## config.mk

```make
export PLATFORM = sky130hd
export DESIGN_NAME = hazard_control_unit
export DESIGN_NICKNAME = d
export VERILOG_FILES = /design/src/rtl/hazard_control_unit.sv
export SDC_FILE = /design/constraint.sdc
export NUM_CORES = 1
export LEC_CHECK = 0
export BUFFER_PORTS_ARGS = -buffer_cell sky130_fd_sc_hd__buf_2
export CAP_MARGIN = 20
export CORE_MARGIN = 2
export CORE_UTILIZATION = 49
export DETAILED_ROUTE_END_ITERATION = 10
export GPL_TIMING_DRIVEN = 1
export PLACE_DENSITY = 0.75
export SETUP_SLACK_MARGIN = 0.2
export SYNTH_ARGS = -nofsm -noshare
export SYNTH_HDL_FRONTEND = slang
export SYNTH_SLANG_ARGS = --single-unit
```

## constraint.sdc

```tcl
create_clock -name CLK -period 2.52 [get_ports CLK]
set_clock_uncertainty 0.2 [all_clocks]
set_input_delay 0.63 -clock CLK [delete_from_list [all_inputs] [get_ports CLK]]
set_output_delay 0.63 -clock CLK [all_outputs]
set_load 0.03 [all_outputs]
```

## src/rtl/hazard_control_unit.sv

```systemverilog
// hazard_control_unit
//   Pipeline hazard controller for a five-stage in-order core. It resolves
//   load-use, taken-branch and data-memory-wait hazards and steers the
//   stall and flush controls of the pipeline registers. A small FSM watches
//   data-memory waits. When a wait runs MEM_TIMEOUT cycles without an ack,
//   the FSM enters a terminal FAULT state that only reset can clear.
//
// Ports
//   CLK, RST_N            clock, asynchronous active-low reset
//   rs1_D, rs2_D          source registers of the instruction in Decode
//   rd_E, memRead_E       destination register / load flag in Execute
//   branchTaken_E         taken branch or jump resolved in Execute
//   mem_req_M, mem_ack_M  outstanding data access / completion in Memory
//   stall_F..stall_M      hold PC, IF-ID, ID-EX, EX-MEM registers
//   flush_D, flush_E      bubble IF-ID, ID-EX registers
//   state                 RUN=00, MEM_WAIT=01, FAULT=10
//   mem_fault             sticky memory-timeout flag
//   stall_cycles          saturating count of cycles with stall_F=1
//   flush_count           saturating count of cycles with any flush
module hazard_control_unit #(
  parameter int unsigned MEM_TIMEOUT = 255
) (
  input  logic        CLK,
  input  logic        RST_N,
  input  logic [4:0]  rs1_D,
  input  logic [4:0]  rs2_D,
  input  logic [4:0]  rd_E,
  input  logic        memRead_E,
  input  logic        branchTaken_E,
  input  logic        mem_req_M,
  input  logic        mem_ack_M,
  output logic        stall_F,
  output logic        stall_D,
  output logic        stall_E,
  output logic        stall_M,
  output logic        flush_D,
  output logic        flush_E,
  output logic [1:0]  state,
  output logic        mem_fault,
  output logic [15:0] stall_cycles,
  output logic [15:0] flush_count
);

  typedef enum logic [1:0] {
    RUN      = 2'b00,
    MEM_WAIT = 2'b01,
    FAULT    = 2'b10
  } state_t;

  localparam logic [16:0] TIMEOUT_W = 17'(MEM_TIMEOUT);

  state_t      state_reg;
  logic [15:0] wait_cnt_reg;
  logic        mem_fault_reg;
  logic [15:0] stall_cycles_reg;
  logic [15:0] flush_count_reg;

  logic mem_wait;
  logic load_use;

  assign mem_wait = mem_req_M && !mem_ack_M;
  // x0 is hard-wired to zero, so a load targeting it never creates a dependency.
  assign load_use = memRead_E && (rd_E != 5'd0) && ((rd_E == rs1_D) || (rd_E == rs2_D));

  // Hazard steering, highest priority first: fault, memory wait, branch, load-use.
  always_comb begin
    stall_F = 1'b0;
    stall_D = 1'b0;
    stall_E = 1'b0;
    stall_M = 1'b0;
    flush_D = 1'b0;
    flush_E = 1'b0;
    if ((state_reg == FAULT) || mem_wait) begin
      stall_F = 1'b1;
      stall_D = 1'b1;
      stall_E = 1'b1;
      stall_M = 1'b1;
    end else if (branchTaken_E) begin
      // The redirect kills both younger instructions, so a load-use stall is moot.
      flush_D = 1'b1;
      flush_E = 1'b1;
    end else if (load_use) begin
      // Hold Fetch/Decode and insert a bubble into Execute for one cycle.
      stall_F = 1'b1;
      stall_D = 1'b1;
      flush_E = 1'b1;
    end
  end

  // Memory-wait FSM with wait counter and sticky fault flag.
  always_ff @(posedge CLK or negedge RST_N) begin
    if (!RST_N) begin
      state_reg     <= RUN;
      wait_cnt_reg  <= 16'd0;
      mem_fault_reg <= 1'b0;
    end else begin
      case (state_reg)
        RUN: begin
          if (mem_wait) begin
            state_reg    <= MEM_WAIT;
            wait_cnt_reg <= 16'd1;
          end
        end
        MEM_WAIT: begin
          // A dropped request is treated the same as a completed one.
          if (!mem_req_M || mem_ack_M) begin
            state_reg    <= RUN;
            wait_cnt_reg <= 16'd0;
          end else begin
            // Fault on the edge where the count of wait cycles reaches the limit.
            if (({1'b0, wait_cnt_reg} + 17'd1) >= TIMEOUT_W) begin
              state_reg     <= FAULT;
              mem_fault_reg <= 1'b1;
            end
            if (wait_cnt_reg != 16'hFFFF) begin
              wait_cnt_reg <= wait_cnt_reg + 16'd1;
            end
          end
        end
        FAULT: begin
          state_reg <= FAULT;
        end
        default: begin
          state_reg    <= RUN;
          wait_cnt_reg <= 16'd0;
        end
      endcase
    end
  end

  // Saturating performance counters.
  always_ff @(posedge CLK or negedge RST_N) begin
    if (!RST_N) begin
      stall_cycles_reg <= 16'd0;
      flush_count_reg  <= 16'd0;
    end else begin
      if (stall_F && (stall_cycles_reg != 16'hFFFF)) begin
        stall_cycles_reg <= stall_cycles_reg + 16'd1;
      end
      if ((flush_D || flush_E) && (flush_count_reg != 16'hFFFF)) begin
        flush_count_reg <= flush_count_reg + 16'd1;
      end
    end
  end

  assign state        = state_reg;
  assign mem_fault    = mem_fault_reg;
  assign stall_cycles = stall_cycles_reg;
  assign flush_count  = flush_count_reg;

endmodule

```

==> qor.csv <==
stage,metric,value,unit
outcome,status,"complete, but fails checks",
outcome,failing checks,setup timing,
power_and_ir_drop,static leakage,1.73,nW
sta,Least-Margin Pin Slew,0.380,ns
finish,Area Growth Syn to Fin,23.0,%
yosys,post-synth top area cell,dfrtp_1,
worst_setup_path,CP startpoint kind,input port,
placed_design,dpl ws,-0.211,ns
sta,max-slew violations,0,
clock_tree,cts hold-fix bufs,0,
sta,Worst Hold Slack,0.0963,ns
routing,DR vias,2573,
routing,per-cell routed wire length,14.2,um
global_route,vias in the first global route,2362,
yosys,"Net Count, Synth",325,
die,I/O pin total,62,
worst_setup_path,worst path required time,1.69,ns
finish,Final Util,0.619,
yosys,most common cell in the synthesized netlist,dfrtp_1,
routing,DRT Wirelength,6.44,mm
routing,TritonRoute pass-1 iters,4,
placed_design,dpl hpwl,4.57,mm
clock_tree,clock tree from TritonCTS,done,
routing,Avg Vias per Cell,5.67,
global_route,first-pass GRT wire length,10.5,mm
yosys,Post-synth top cells,"dfrtp_1 (51), xnor2_1 (29), nand2_1 (23)",
yosys,synth top area cells,"dfrtp_1 (43%), xnor2_1 (8.6%), xor2_1 (4.1%)",
routing,Post-DRT Antenna Nets,0,
job,maxcap violations,0,
clock_tree,Clock transition at path regs,0.09,ns
worst_setup_path,worst setup path class,in -> out,
global_route,antenna violations before repair,0,
finish,share of cells above drive strength 1,0.311,
sta,Final Setup Violations,3,
hold_path,Hold Crit Class,in -> async,
clock_tree,clock insertion delay at the later pin of the skew report,0.30,ns
placed_design,routability cong.,0.846,
die,Die Ht,81.7,um
clock_tree,CTS Buffer Depth,2,
sta,"Worst Setup Slack, final",-0.140,ns
yosys,share of the synthesized area in the top cell type,0.431,
worst_setup_path,Crit Path Max Fanout,3,
yosys,"Seq/Total Area, Yosys",0.431,
yosys,"FF+latch count, synth",51,
power_and_ir_drop,P per Cell Area,595,mW/mm^2
yosys,yosys warns,0,
power_and_ir_drop,Max rail drop VDD,0.374,mV
sta,Setup TNS,-0.410,ns
sta,Fmax,376,MHz
routing,First DRT Iteration DRCs,121,
sta,Final Critical Period,2.66,ns
global_route,largest net degree at the start of global routing,52,
global_route,Total GRT Usage,0.196,
clock_tree,TritonCTS Buffers,5,
sta,unrepaired setup endpoints after global routing,true,
clock_tree,H-tree levels,2,
sta,final hold viol count,0,
finish,fin cells,454,
routing,DR DRC count,0,
yosys,Syn Area/Cell,9.87,um^2
die,CORE AREA,0.00589,mm^2
sta,Final Cycle Share,1.06,
clock_tree,Root Buffer,clkbuf_8,
yosys,Post-Synthesis Cells,300,
global_route,grt ovf,0,
yosys,"Async S/R FF share, synth",1.00,
placed_design,# port buffers,61,
yosys,Post-synth EDFFs,0,
placed_design,Placed Area,0.00343,mm^2
die,die width,81.7,um
die,FP Rows,28,
finish,fin area,0.00364,mm^2
die,die area,0.00668,mm^2
worst_setup_path,Worst EP arrival,1.83,ns
worst_setup_path,Crit. End Element,output port,
yosys,dominant synthesized flop cell,dfrtp_1,
power_and_ir_drop,Tot Pwr,2.17,mW
clock_tree,CTS Sinks,51,
die,Starting Density,0.503,
yosys,Mapped Area,0.00296,mm^2
finish,# nets final,403,
sta,Rel. slew slack,0.746,
yosys,Yosys cell types,57,
finish,n_diodes,0,
placed_design,Cells after DPL,440,
==> where the power goes <==
| part | switching, mW | internal [mW] | total [mW] | leakage [nW] |
|---|---|---|---|---|
| clock | 0.280 | 0.195 | 0.475 | 0.0412 |
| combinational | 0.416 | 0.238 | 0.654 | 1.00 |
| sequential | 0.123 | 0.917 | 1.04 | 0.683 |
==> layout by cell type, fill, tap and decap left out, types with 5 or more instances in the layout <==
cell	netlist	final
and3_1	14	14
o21ai_1	18	18
o31ai_1	8	8
nand2_1	23	23
dfrtp_1	51	47
buf_6	2	6
nand3_1	20	19
a21oi_1	6	6
nor2_1	19	16
xnor2_1	29	29
nand4_1	16	16
buf_2	1	56
xor2_1	14	14
o21ai_0	5	5
buf_4	5	15
clkbuf_8	0	5
==> layout make-up <==
type                       instances  area, um^2
fill                             500        2240
sequential                        51        1280
clock buffer                       6        72.6
multi-input combinational        235        1650
timing repair buffer              80         515
tap                               75        93.8
clock inverter                     2        12.5
inverter                           5        18.8
==> kinds of logic (layout without fill, tap and decap cells) <==
logic type / count (synthesis) / count (layout) / synth area share
compound gates: 60 / 61 / 0.147
xor+xnor: 43 / 43 / 0.127
fa+ha+maj: 4 / 4 / 0.0169
buf+inv: 15 / 93 / 0.0308
flops: 51 / 51 / 0.431
mux: 2 / 2 / 0.00760
simple gates: 125 / 125 / 0.240
==> path summary, 6_finish.rpt <==
path | from | to | slack (ns) | depth (start not counted)
setup / recovery | rd_E[2] | stall_F | -0.14 | 6
min in group CLK | mem_fault | mem_fault | 0.26 | 1
setup reg to reg | stall_cycles[8] | stall_cycles[1] | 0.30 | 6
hold / removal | RST_N | flush_count[2] | 0.1 | 2
hold reg to reg | mem_fault | mem_fault | 0.26 | 1
max in group asynchronous | RST_N | wait_cnt_reg[4] | 1.76 | 2
==> worst max-delay path, cell delays in order <==
cell and delay, ns:
buf_8 0.10, or4_4 0.54, o21ai_4 0.20, buf_6 0.12
o31ai_4 0.08, buf_6 0.15
==> timing repair <==
action,in CTS,in global routing
resized for setup,12,13
endpoints found under the setup margin,3,38
buffers inserted,2,3
pin swaps,5,9
cloned,0,1
==> per-layer routing <==
layer  global-route usage  share of wire
met1                0.264           0.46
met5                    0              0
met4               0.0550         0.0075
met2                0.325           0.49
met3               0.0341          0.040
Power figures use the tool's default switching activity.
